### config.mk
export PLATFORM = sky130hd
export DESIGN_NAME = uart_cmd_parser
export DESIGN_NICKNAME = d
export VERILOG_FILES = /design/src/rtl/uart_cmd_parser.sv
export SDC_FILE = /design/constraint.sdc
export NUM_CORES = 1
export LEC_CHECK = 0
export CAP_MARGIN = 10
export CORE_MARGIN = 2
export CORE_UTILIZATION = 53
export CTS_CLUSTER_SIZE = 14
export DETAILED_ROUTE_END_ITERATION = 6
export MAX_ROUTING_LAYER = met4
export PLACE_DENSITY = 0.76
export SYNTH_ARGS = -nofsm -noshare
export SYNTH_HDL_FRONTEND = slang
export SYNTH_SLANG_ARGS = --single-unit
### constraint.sdc
create_clock -name clk -period 2.4 [get_ports clk]
set_clock_uncertainty 0.15 [all_clocks]
set_input_delay 0.48 -clock clk [delete_from_list [all_inputs] [get_ports clk]]
set_output_delay 0.48 -clock clk [all_outputs]
set_load 0.01 [all_outputs]
### src/rtl/uart_cmd_parser.sv
// UART command frame parser: SYNC, OP, ADDR_H, ADDR_L, LEN, payload and XOR checksum.
// Validated frames are held for the consumer and the payload is read through a side port.
`timescale 1ns/10ps
module uart_cmd_parser #(
    parameter int         MAX_LEN     = 16,
    parameter int         TIMEOUT_CYC = 86900,
    parameter logic [7:0] SYNC_BYTE   = 8'hA5
) (
    input  logic        clk,
    input  logic        rst,
    input  logic [7:0]  rx_data,
    input  logic        rx_done,
    output logic        cmd_valid,
    input  logic        cmd_ready,
    output logic [7:0]  cmd_op,
    output logic [15:0] cmd_addr,
    output logic [7:0]  cmd_len,
    input  logic [7:0]  pl_idx,
    output logic [7:0]  pl_data,
    output logic        err,
    output logic [1:0]  err_code
);

    localparam int TW = $clog2(TIMEOUT_CYC + 1);
    localparam int IW = (MAX_LEN > 1) ? $clog2(MAX_LEN) : 1;
    localparam logic [TW-1:0] TIMER_LAST = TW'(TIMEOUT_CYC - 1);
    localparam logic [TW-1:0] TIMER_MAX  = TW'(TIMEOUT_CYC);
    localparam logic [8:0]    MAX_LEN9   = 9'(MAX_LEN);

    localparam logic [2:0] S_SYNC    = 3'd0;
    localparam logic [2:0] S_OP      = 3'd1;
    localparam logic [2:0] S_ADDR_H  = 3'd2;
    localparam logic [2:0] S_ADDR_L  = 3'd3;
    localparam logic [2:0] S_LEN     = 3'd4;
    localparam logic [2:0] S_PAYLOAD = 3'd5;
    localparam logic [2:0] S_CHK     = 3'd6;
    localparam logic [2:0] S_HOLD    = 3'd7;

    localparam logic [1:0] E_TIMEOUT = 2'd1;
    localparam logic [1:0] E_LEN     = 2'd2;
    localparam logic [1:0] E_CHK     = 2'd3;

    logic [2:0]    state;
    logic          rx_prev;
    logic [7:0]    chk;
    logic [7:0]    idx;
    logic [TW-1:0] timer;
    logic [7:0]    pl_buf [0:MAX_LEN-1];

    logic byte_ev;
    logic active;
    logic timeout_hit;
    logic buf_we;

    // One event per byte: only the rising edge of rx_done counts, however long it stays high.
    assign byte_ev     = rx_done & ~rx_prev;
    assign active      = (state != S_SYNC) && (state != S_HOLD);
    assign timeout_hit = active && !byte_ev && (timer == TIMER_LAST);
    assign buf_we      = byte_ev && (state == S_PAYLOAD);

    assign pl_data = ({1'b0, pl_idx} < MAX_LEN9) ? pl_buf[pl_idx[IW-1:0]] : 8'h00;

    always_ff @(posedge clk) begin
        if (!rst) begin
            state     <= S_SYNC;
            rx_prev   <= 1'b0;
            chk       <= 8'h00;
            idx       <= 8'h00;
            timer     <= '0;
            cmd_valid <= 1'b0;
            cmd_op    <= 8'h00;
            cmd_addr  <= 16'h0000;
            cmd_len   <= 8'h00;
            err       <= 1'b0;
            err_code  <= 2'd0;
        end else begin
            rx_prev <= rx_done;
            err     <= 1'b0;

            if (!active || byte_ev) begin
                timer <= '0;
            end else if (timer != TIMER_MAX) begin
                timer <= timer + 1'b1;
            end

            if (timeout_hit) begin
                err      <= 1'b1;
                err_code <= E_TIMEOUT;
                state    <= S_SYNC;
            end else if (state == S_HOLD) begin
                // Overrun and handshake are independent: both may happen in one cycle.
                if (byte_ev) begin
                    err      <= 1'b1;
                    err_code <= E_CHK;
                end
                if (cmd_ready) begin
                    cmd_valid <= 1'b0;
                    state     <= S_SYNC;
                end
            end else if (byte_ev) begin
                case (state)
                    S_SYNC: begin
                        if (rx_data == SYNC_BYTE) begin
                            chk   <= 8'h00;
                            state <= S_OP;
                        end
                    end
                    S_OP: begin
                        cmd_op <= rx_data;
                        chk    <= chk ^ rx_data;
                        state  <= S_ADDR_H;
                    end
                    S_ADDR_H: begin
                        cmd_addr[15:8] <= rx_data;
                        chk            <= chk ^ rx_data;
                        state          <= S_ADDR_L;
                    end
                    S_ADDR_L: begin
                        cmd_addr[7:0] <= rx_data;
                        chk           <= chk ^ rx_data;
                        state         <= S_LEN;
                    end
                    S_LEN: begin
                        if ({1'b0, rx_data} > MAX_LEN9) begin
                            err      <= 1'b1;
                            err_code <= E_LEN;
                            state    <= S_SYNC;
                        end else begin
                            cmd_len <= rx_data;
                            chk     <= chk ^ rx_data;
                            idx     <= 8'h00;
                            state   <= (rx_data == 8'h00) ? S_CHK : S_PAYLOAD;
                        end
                    end
                    S_PAYLOAD: begin
                        chk <= chk ^ rx_data;
                        idx <= idx + 8'd1;
                        if (idx == 8'(cmd_len - 8'd1)) begin
                            state <= S_CHK;
                        end
                    end
                    S_CHK: begin
                        if (rx_data == chk) begin
                            cmd_valid <= 1'b1;
                            state     <= S_HOLD;
                        end else begin
                            err      <= 1'b1;
                            err_code <= E_CHK;
                            state    <= S_SYNC;
                        end
                    end
                    default: state <= S_SYNC;
                endcase
            end
        end
    end

    // Payload storage is never cleared; bytes beyond the current length stay stale.
    always_ff @(posedge clk) begin
        if (buf_we) begin
            pl_buf[idx[IW-1:0]] <= rx_data;
        end
    end

endmodule

==> results of run 1 <==
power by group through the flow:
stage               clock network [uW]  logic, uW  registers, uW
global placement                     0        338           3750
finish                            3540        358           3670
CTS                               3600        358           3670
detailed placement                   0        347           3750
global route                      3700        382           3670
floorplan                            0        197           3750
metrics by stage:
stage | power (uW) | util | cells
after CTS | 7630 | 0.680 | 981
after global placement | 4080 | 0.629 | 942
after detailed placement | 4090 | 0.629 | 942
final | 7570 | 0.681 | 981
after global routing | 7750 | 0.681 | 981
after floorplan | 3940 | - | 621
worst max-delay path: stages, from the launching register on:
cell	delay [ps]
edfxtp_1	400
mux4_2	490
mux4_2	510
nor2b_4	150
buf_6	120
cell families (layout without fill, tap and decap cells):
group	after synthesis	count (layout)	share of synthesized area
and+or+nand+nor	217	217	0.131
AOI/OAI and AO/OA	45	45	0.0323
DFF	201	201	0.614
adders and majority gates	7	7	0.0101
muxes	70	70	0.144
xor gates and xnor gates	41	41	0.0416
buffers and inverters	40	184	0.0265
per-layer routing:
layer  global-route usage  part of all wire  vias up
met5                    -                 0        -
met4               0.0652             0.020        0
met3               0.0459             0.067       37
met2                0.404              0.50      216
met1                0.301              0.41     2730
li1                     -                 -     2549
cell type report:
cell class / count / area (sq um) / area share
Clock buffer: 30 / 619 / 0.0573
Clock inverter: 8 / 148 / 0.0137
Inverter: 12 / 45.0 / 0.00417
Multi-Input combinational cell: 380 / 3110 / 0.288
Sequential cell: 201 / 5310 / 0.491
Tap cell: 216 / 270 / 0.0250
Timing Repair Buffer: 134 / 1310 / 0.121
worst max path at each step:
stage | cells after the start | start | slack, ps | end
floorplan | 5 | pl_idx[0] | -30 | pl_data[0]
detailed placement | 6 | pl_idx[1] | -910 | pl_data[0]
global route | 4 | pl_buf[14][0] | -430 | pl_data[0]
finish | 4 | pl_buf[11][0] | -390 | pl_data[0]
global placement | 6 | pl_idx[1] | -890 | pl_data[5]
CTS | 4 | pl_buf[3][6] | -400 | pl_data[6]
repair_timing:
| action | CTS | global route |
|---|---|---|
| resized for setup | 44 | 2 |
| cloned | 1 | 0 |
| setup endpoints to repair | 8 | 16 |
Yosys cell counts (9+ instances only):
cell type	instances	area, sq um
xnor2_1	18	158
nand4_1	9	56.3
nand3_1	12	60.1
a21oi_1	11	55.1
edfxtp_1	128	3840
xor2_1	23	201
inv_1	11	41.3
nand2_1	24	90.1
nor3_1	12	60.1
mux4_1	11	289
dfxtp_1	73	1460
mux4_2	29	653
nor2b_1	10	62.6
mux2i_1	30	300
o21ai_0	19	95.1
nand2b_1	11	68.8
nor2_1	93	349
registers in the layout, summed over array words and instances, names as in the netlist:
signal	count
chk	8
cmd_addr	16
cmd_len	8
cmd_op	8
cmd_valid	1
err	1
err_code	2
idx	8
pl_buf	128
rx_prev	1
state	3
timer	17
==> reports/qor.txt, run 1 <==
Outcome -> finished with violations
Violated checks -> negative setup slack
RSZ-0062 raised after global routing -> yes
Diodes inserted -> 0
Hold EP -> cmd_len[6]
Netlist cell types -> 54
Post-Place Setup Slack -> -908 ps
Vias per Instance -> 5.64
Worst slew pin tran -> 551 ps
Ys flop type -> edfxtp_1
Worst reg2reg startpoint -> state[0]
Core Box Area -> 0.0159 sq mm
Fmax -> 358 MHz
Hold Vio Cnt, Final -> 0
Syn avg cell area -> 13.9 sq um
Sw frac -> 0.195
Vias in the first global route -> 5,621
Final number of setup-violating endpoints -> 8
Global-route wire length before repair -> 31,500 microns
Hold slack -> 330 ps
Setup TNS -> -2770 ps
Worst-path fanout max -> 1
Combinational power share -> 0.047
CTS H-tree depth -> 1
CP startpoint kind -> flip-flop
GPL Wtd Cong -> 0.896
EDFF count, synth -> 128
Drt first pass iters -> 4
I/O Buffers -> 63
Setup ws final -> -390 ps
Most frequent cells in the layout -> 128 x edfxtp_1, 93 x nor2_1, 73 x dfxtp_1
Clk sinks -> 201
R2r setup slk -> 150 ps
# IOs -> 64
Syn Std Cell Area -> 0.00863 sq mm
Initial antenna violation count -> 0
Slew headroom -> 0.632
Dpl hpwl -> 12,900 microns
Area grow syn2layout -> 25.2%
Clock Path Buffers -> 3
Finished Cell Area -> 0.0108 sq mm
Hold wc startpoint -> cmd_len[6]
Via Count -> 5,532
FF+latch count, synth -> 201
Pint -> 6090 uW
Clk slew on worst S/H paths -> 60 ps
Die W -> 132 microns
Sw power -> 1480 uW
Per-cell routed wire length -> 20.2 microns
CTS tree -> yes
Commonest non-fill, non-tap cell in the layout -> edfxtp_1
CTS Buf Count -> 21
Post-synthesis net count -> 648
Congestion Overflow GR -> 0
Power share of the clock group -> 0.468
Largest net degree at the start of global routing -> 26
Die area -> 0.0173 sq mm
VDD IR max -> 0.505 mV
Max Cap Violations -> 0
# rows -> 46
CTS root buf -> clkbuf_16
Post-route DRC -> 0
Critical R2R Capture -> pl_buf[0][5]
Crit Path Class -> reg2out
Final wirelength -> 19,800 microns
Dpl cell area -> 0.00999 sq mm
Setup repair bufs after CTS -> 0
Fin nets -> 777
CP arrival -> 2160 ps
YS warnings -> 0
Required @ worst endpoint -> 1770 ps
Share of power burned in registers -> 0.485
Worst skew pair latency -> 500 ps
Register area share after synthesis -> 0.614
Min Clock Period, post-route -> 2790 ps
Cells after Synth -> 621
Hold path depth -> 2
Slew Limit Fails -> 0
Routed Antenna Nets -> 0
Crit share post-route -> 1.16
Effective utilization at floorplan -> 0.543
Fillers -> 1,076
# hold bufs at CTS -> 0
GR Util All Layers -> 0.240
CP endpoint kind -> primary output
Hold crit path type -> reg2reg
DIE HEIGHT -> 132 microns
First DRT Iteration DRCs -> 391
Power Dens Cells -> 700 mW/mm^2
Async set-or-reset flop fraction in the synthesized netlist -> 0
Worst reg2reg path depth -> 5
Share of cells above drive strength 1 -> 0.235
Static leakage -> 0.00383 uW
No activity file was read; power rests on OpenSTA's default activity.
==> inputs of run 2 (changes only) <==
- CTS_CLUSTER_DIAMETER: unset -> 50
- SLEW_MARGIN: unset -> 5
==> run 2 against run 1 <==
  * The flow still finishes with violations (negative setup slack)
  * Non-clock buffer count unchanged
  * Core utilization down 1.0 points
  * Critical path depth is the same
  * Global-route usage down 0.24 points
  * First-iteration DRC count is 6.9% lower
  * Sequential share of layout area increased by 0.76 points
  * Final cell count decreased by 0.61%
  * Hold slack got worse by 4.0 ps
  * Combinational power barely moved
  * Highest routed layer unchanged
==> reports/qor.txt, run 2 (synthesis gave the netlist of run 1 again) <==
Setup TNS -> -2760 ps (+9.52 ps)
Clk slew on worst S/H paths -> 60 ps (about the same)
Finished Cell Area -> 0.0106 sq mm (-1.5%)
Effective utilization at floorplan -> 0.543 (unchanged)
Slew Limit Fails -> 0 (unchanged)
Core Box Area -> 0.0159 sq mm (unchanged)
Min Clock Period, post-route -> 2820 ps (+27.6 ps)
CTS tree -> yes
# IOs -> 64 (unchanged)
CTS H-tree depth -> 1 (unchanged)
Share of cells above drive strength 1 -> 0.224 (-0.0113)
Outcome -> finished with violations
Worst slew pin tran -> 568 ps (+17.6 ps)
CP arrival -> 2190 ps (+30 ps)
Die area -> 0.0173 sq mm (unchanged)
Dpl hpwl -> 12,900 microns (unchanged)
Worst skew pair latency -> 500 ps (about the same)
# rows -> 46 (unchanged)
CTS Buf Count -> 20 (-4.8%)
CP startpoint kind -> flip-flop
Initial antenna violation count -> 0 (unchanged)
Hold crit path type -> reg2reg
Worst-path fanout max -> 1 (unchanged)
Dpl cell area -> 0.00999 sq mm (unchanged)
Max Cap Violations -> 0 (unchanged)
Vias in the first global route -> 5,604 (-0.30%)
M1 GR Usage -> 0.308 (+0.00736)
Power Dens Cells -> 657 mW/mm^2 (-6.1%)
CP endpoint kind -> primary output
Met2 Track Usage GR -> 0.391 (-0.0137)
Area grow syn2layout -> 23.3%
Die W -> 132 microns (unchanged)
Drt first pass iters -> 6 (+2)
Violated checks -> negative setup slack
Max reg flops -> 128 (unchanged)
Post-route DRC -> 0 (unchanged)
GRT Max-Usage Layer -> met2
Congestion Overflow GR -> 0 (unchanged)
Hold Vio Cnt, Final -> 0 (unchanged)
VDD IR max -> 0.456 mV (-9.7%)
Fmax -> 355 MHz (-0.98%)
Final wirelength -> 19,700 microns (-0.64%)
Via Count -> 5,545 (+0.23%)
Post-Place Setup Slack -> -908 ps (unchanged)
RSZ-0062 raised after global routing -> yes
I/O Buffers -> 63 (unchanged)
Routed Antenna Nets -> 0 (unchanged)
DIE HEIGHT -> 132 microns (unchanged)
Met3 GRT Util -> 0.0374 (-0.00849)
Clock Path Buffers -> 3 (unchanged)
First DRT Iteration DRCs -> 364 (-6.9%)
Per-cell routed wire length -> 20.2 microns (about the same)
Fin nets -> 776 (-0.13%)
Required @ worst endpoint -> 1770 ps (about the same)
Global-route wire length before repair -> 31,200 microns (-0.86%)
CTS root buf -> clkbuf_16
Crit share post-route -> 1.17 (+0.0115)
GR Util All Layers -> 0.238 (-0.00241)
Final number of setup-violating endpoints -> 8 (unchanged)
Slew headroom -> 0.618 (-0.0147)
Clk sinks -> 201 (unchanged)
Setup repair bufs after CTS -> 0 (unchanged)
Vias per Instance -> 5.69 (+0.85%)
Static leakage -> 0.00374 uW (-2.4%)
Largest net degree at the start of global routing -> 26 (unchanged)
Diodes inserted -> 0 (unchanged)
GPL Wtd Cong -> 0.896 (unchanged)
Commonest non-fill, non-tap cell in the layout -> edfxtp_1
Most frequent cells in the layout -> 128 x edfxtp_1, 93 x nor2_1, 73 x dfxtp_1
# hold bufs at CTS -> 0 (unchanged)
Setup ws final -> -418 ps (-27.6 ps)
Util after Layout -> 0.670 (-0.0103)
Crit Path Class -> reg2out
run 2: report_power, final:
part	internal [uW]	switching [uW]
combinational	189	168
sequential	3670	0.853
clock	1670	1300
run 2: per-stage QoR:
step	hold WS (ps)	instances	total power, uW
2_1_floorplan	322	621	3940
3_3_place_gp	312	942	4080
3_5_place_dp	313	942	4090
4_1_cts	324	975	7040
5_1_grt	335	975	7180
6_report	326	975	7000
run 2: cell type report:
cell class                      instances  area [sq um]
Clock buffer                           26           523
Tap cell                              216           270
Timing Repair Buffer                  134          1300
Clock inverter                          6          86.3
Sequential cell                       201          5310
Multi-Input combinational cell        380          3110
Inverter                               12          45.0
Fill cell                            1093          5240
run 2: worst paths after layout:
check	cells after the start	to	start	slack (ps)
worst min-delay path	2	cmd_len[6]	cmd_len[6]	330
worst max register to register	5	pl_buf[0][2]	state[0]	160
worst max-delay path	4	pl_data[0]	pl_buf[11][0]	-420
worst min register to register	2	cmd_len[6]	cmd_len[6]	330
run 2: routing by layer:
layer,part of all wire,vias up
met3,0.068,40
li1,-,2551
met4,0.023,0
met5,0,-
met2,0.50,212
met1,0.41,2742
run 2: timing repair:
item,4_1_cts,5_1_grt
pin swaps,0,0
endpoints found under the setup margin,8,17
resized for setup,44,2
cloned,1,0
run 2: worst max-delay path, cell delays in order, from the launching register on:
cell	delay, ps
edfxtp_1	400
mux4_2	510
mux4_2	520
nor2b_4	150
buf_6	120
==> inputs of run 3 (changes only) <==
- GPL_ROUTABILITY_DRIVEN: unset -> 0
==> run 3 against run 2 <==
  * The flow still finishes with violations (negative setup slack)
  * Maximum frequency down 0.53%
  * Final cell count up 0.72%
  * Sequential cell count unchanged
  * Total power is 2.6% higher
  * Largest cell class unchanged
  * Highest routed layer unchanged
==> reports/qor.txt, run 3 (synthesis gave the netlist of run 1 again) <==
Outcome -> finished with violations
Violated checks -> negative setup slack
Congestion Overflow GR -> 0 (unchanged)
Combinational power share -> 0.050 (about the same)
# hold bufs at CTS -> 0 (unchanged)
CP endpoint kind -> primary output
Required @ worst endpoint -> 1770 ps (about the same)
CTS H-tree depth -> 1 (unchanged)
RSZ-0062 raised after global routing -> yes
Worst reg2reg startpoint -> state[1]
Most common cell on crit path -> mux4_2
DIE HEIGHT -> 132 microns (unchanged)
Static leakage -> 0.00377 uW (+0.73%)
Setup ws final -> -433 ps (-15.1 ps)
VDD IR max -> 0.523 mV (+15%)
Die area -> 0.0173 sq mm (unchanged)
Buf/Inv on CP -> 1 (unchanged)
GR Util All Layers -> 0.240 (+0.00231)
I/O Buffers -> 63 (unchanged)
Vias in the first global route -> 5,689 (+1.5%)
Setup TNS -> -2810 ps (-44.7 ps)
Share of power burned in registers -> 0.511 (-0.013)
Worst slew pin tran -> 583 ps (+14.7 ps)
Power Dens Cells -> 671 mW/mm^2 (+2.1%)
Core Box Area -> 0.0159 sq mm (unchanged)
Max layer used -> met4
Commonest non-fill, non-tap cell in the layout -> edfxtp_1
Post-route DRC -> 0 (unchanged)
# IOs -> 64 (unchanged)
Hold crit path type -> reg2reg
Wl on met1 -> 8600 microns (+7.2%)
Fmax -> 353 MHz (-0.53%)
Power share of the clock group -> 0.439 (+0.014)
Area grow syn2layout -> 23.9%
Clock Path Buffers -> 3 (unchanged)
Hold wc startpoint -> cmd_len[6]
Diodes inserted -> 0 (unchanged)
Final wirelength -> 20,200 microns (+2.5%)
CTS root buf -> clkbuf_16
Initial antenna violation count -> 0 (unchanged)
Pint -> 5660 uW (+2.4%)
Total power -> 7180 uW (+2.6%)
Effective utilization at floorplan -> 0.543 (unchanged)
First DRT Iteration DRCs -> 317 (-13%)
Most frequent cells in the layout -> 128 x edfxtp_1, 93 x nor2_1, 73 x dfxtp_1
Vias per Instance -> 5.68 (about the same)
Final number of setup-violating endpoints -> 8 (unchanged)
Drt first pass iters -> 5 (-1)
Crit path max-delay cell type -> mux4_2
Hold Vio Cnt, Final -> 0 (unchanged)
Crit-path cells -> mux4_2, mux4_2, nor2b_4, buf_6
Routed Antenna Nets -> 0 (unchanged)
Clk slew on worst S/H paths -> 60 ps (about the same)
CP startpoint kind -> flip-flop
Largest net degree at the start of global routing -> 26 (unchanged)
Crit share post-route -> 1.18 (+0.00631)
Die W -> 132 microns (unchanged)
Fin nets -> 779 (+0.39%)
Met2 WL post-DR -> 9960 microns (+1.0%)
Worst-path fanout max -> 1 (unchanged)
# rows -> 46 (unchanged)
Max reg flops -> 128 (unchanged)
CTS tree -> yes
Max Cap Violations -> 0 (unchanged)
Fillers -> 1,139 (+4.2%)
Dpl hpwl -> 13,300 microns (+2.7%)
CP arrival -> 2200 ps (about the same)
Routed wl met3 -> 1100 microns (-18%)
Slew headroom -> 0.608 (-0.00992)
Slew Limit Fails -> 0 (unchanged)
CP top delay family -> multiplexers
CTS Buf Count -> 21 (+5.0%)
Crit Path Class -> reg2out
Via Count -> 5,581 (+0.65%)
Crit path from -> pl_buf[3][5]
Setup repair bufs after CTS -> 0 (unchanged)
Global-route wire length before repair -> 31,400 microns (+0.75%)
Per-cell routed wire length -> 20.5 microns (+1.8%)
Min Clock Period, post-route -> 2830 ps (+15.1 ps)
Worst skew pair latency -> 500 ps (about the same)
Share of cells above drive strength 1 -> 0.231 (+0.00709)
Sw power -> 1520 uW (+3.3%)
Delay of the slowest critical-path stage -> 520 ps (about the same)
Sw frac -> 0.212 (+0.00143)
Clk sinks -> 201 (unchanged)
==> run 3: worst paths after layout <==
path	endpoint	slack, ps	cells after the start
max	pl_data[5]	-430	4
max reg2reg	pl_buf[1][0]	240	6
min	cmd_len[6]	330	2
min reg2reg	cmd_len[6]	330	2
==> run 3: metal layers <==
layer	vias up	track usage
li1	2557	-
met5	-	-
met4	0	0.0640
met1	2801	0.314
met2	188	0.398
met3	35	0.0347
==> run 3: what timing repair did <==
item,4_1_cts,5_1_grt
gates resized for setup,46,3
hold endpoints to repair,0,0
gates cloned,2,0
endpoints found under the setup margin,8,16
==> run 3: worst register-to-register path, delay by kind of cell, from the launching register on <==
family                 cells  cell delay, ps
buffers and inverters      1             270
AND/OR/NAND/NOR            5             940
flip-flops                 1             480
==> run 3: cell type report <==
type                    instances  area [sq um]  share of cell area
multi-input cells             380          3110               0.291
clock buffers                  30           612              0.0572
flip-flops and latches        201          5310               0.496
repair buffers                136          1290               0.121
clock inverters                 7          61.3             0.00573
well taps                     216           270              0.0253
inverters                      12          45.0             0.00421
==> run 3: metrics by stage <==
step                setup slack (ps)  hold WS [ps]  cells   util  area, sq um
CTS                             -441           329    982  0.673        10700
detailed placement              -923           317    943  0.626         9950
global placement                -888           311    943  0.626         9950
floorplan                      -28.8           322    621      -         8680
finish                          -433           330    982  0.673        10700
global route                    -453           355    982  0.673        10700
==> run 3: power groups by stage <==
stage               combinational [uW]  clock (uW)  sequential (uW)
global placement                   330           0             3750
finish                             358        3150             3670
CTS                                358        3180             3670
floorplan                          197           0             3750
detailed placement                 338           0             3750
global route                       381        3320             3670
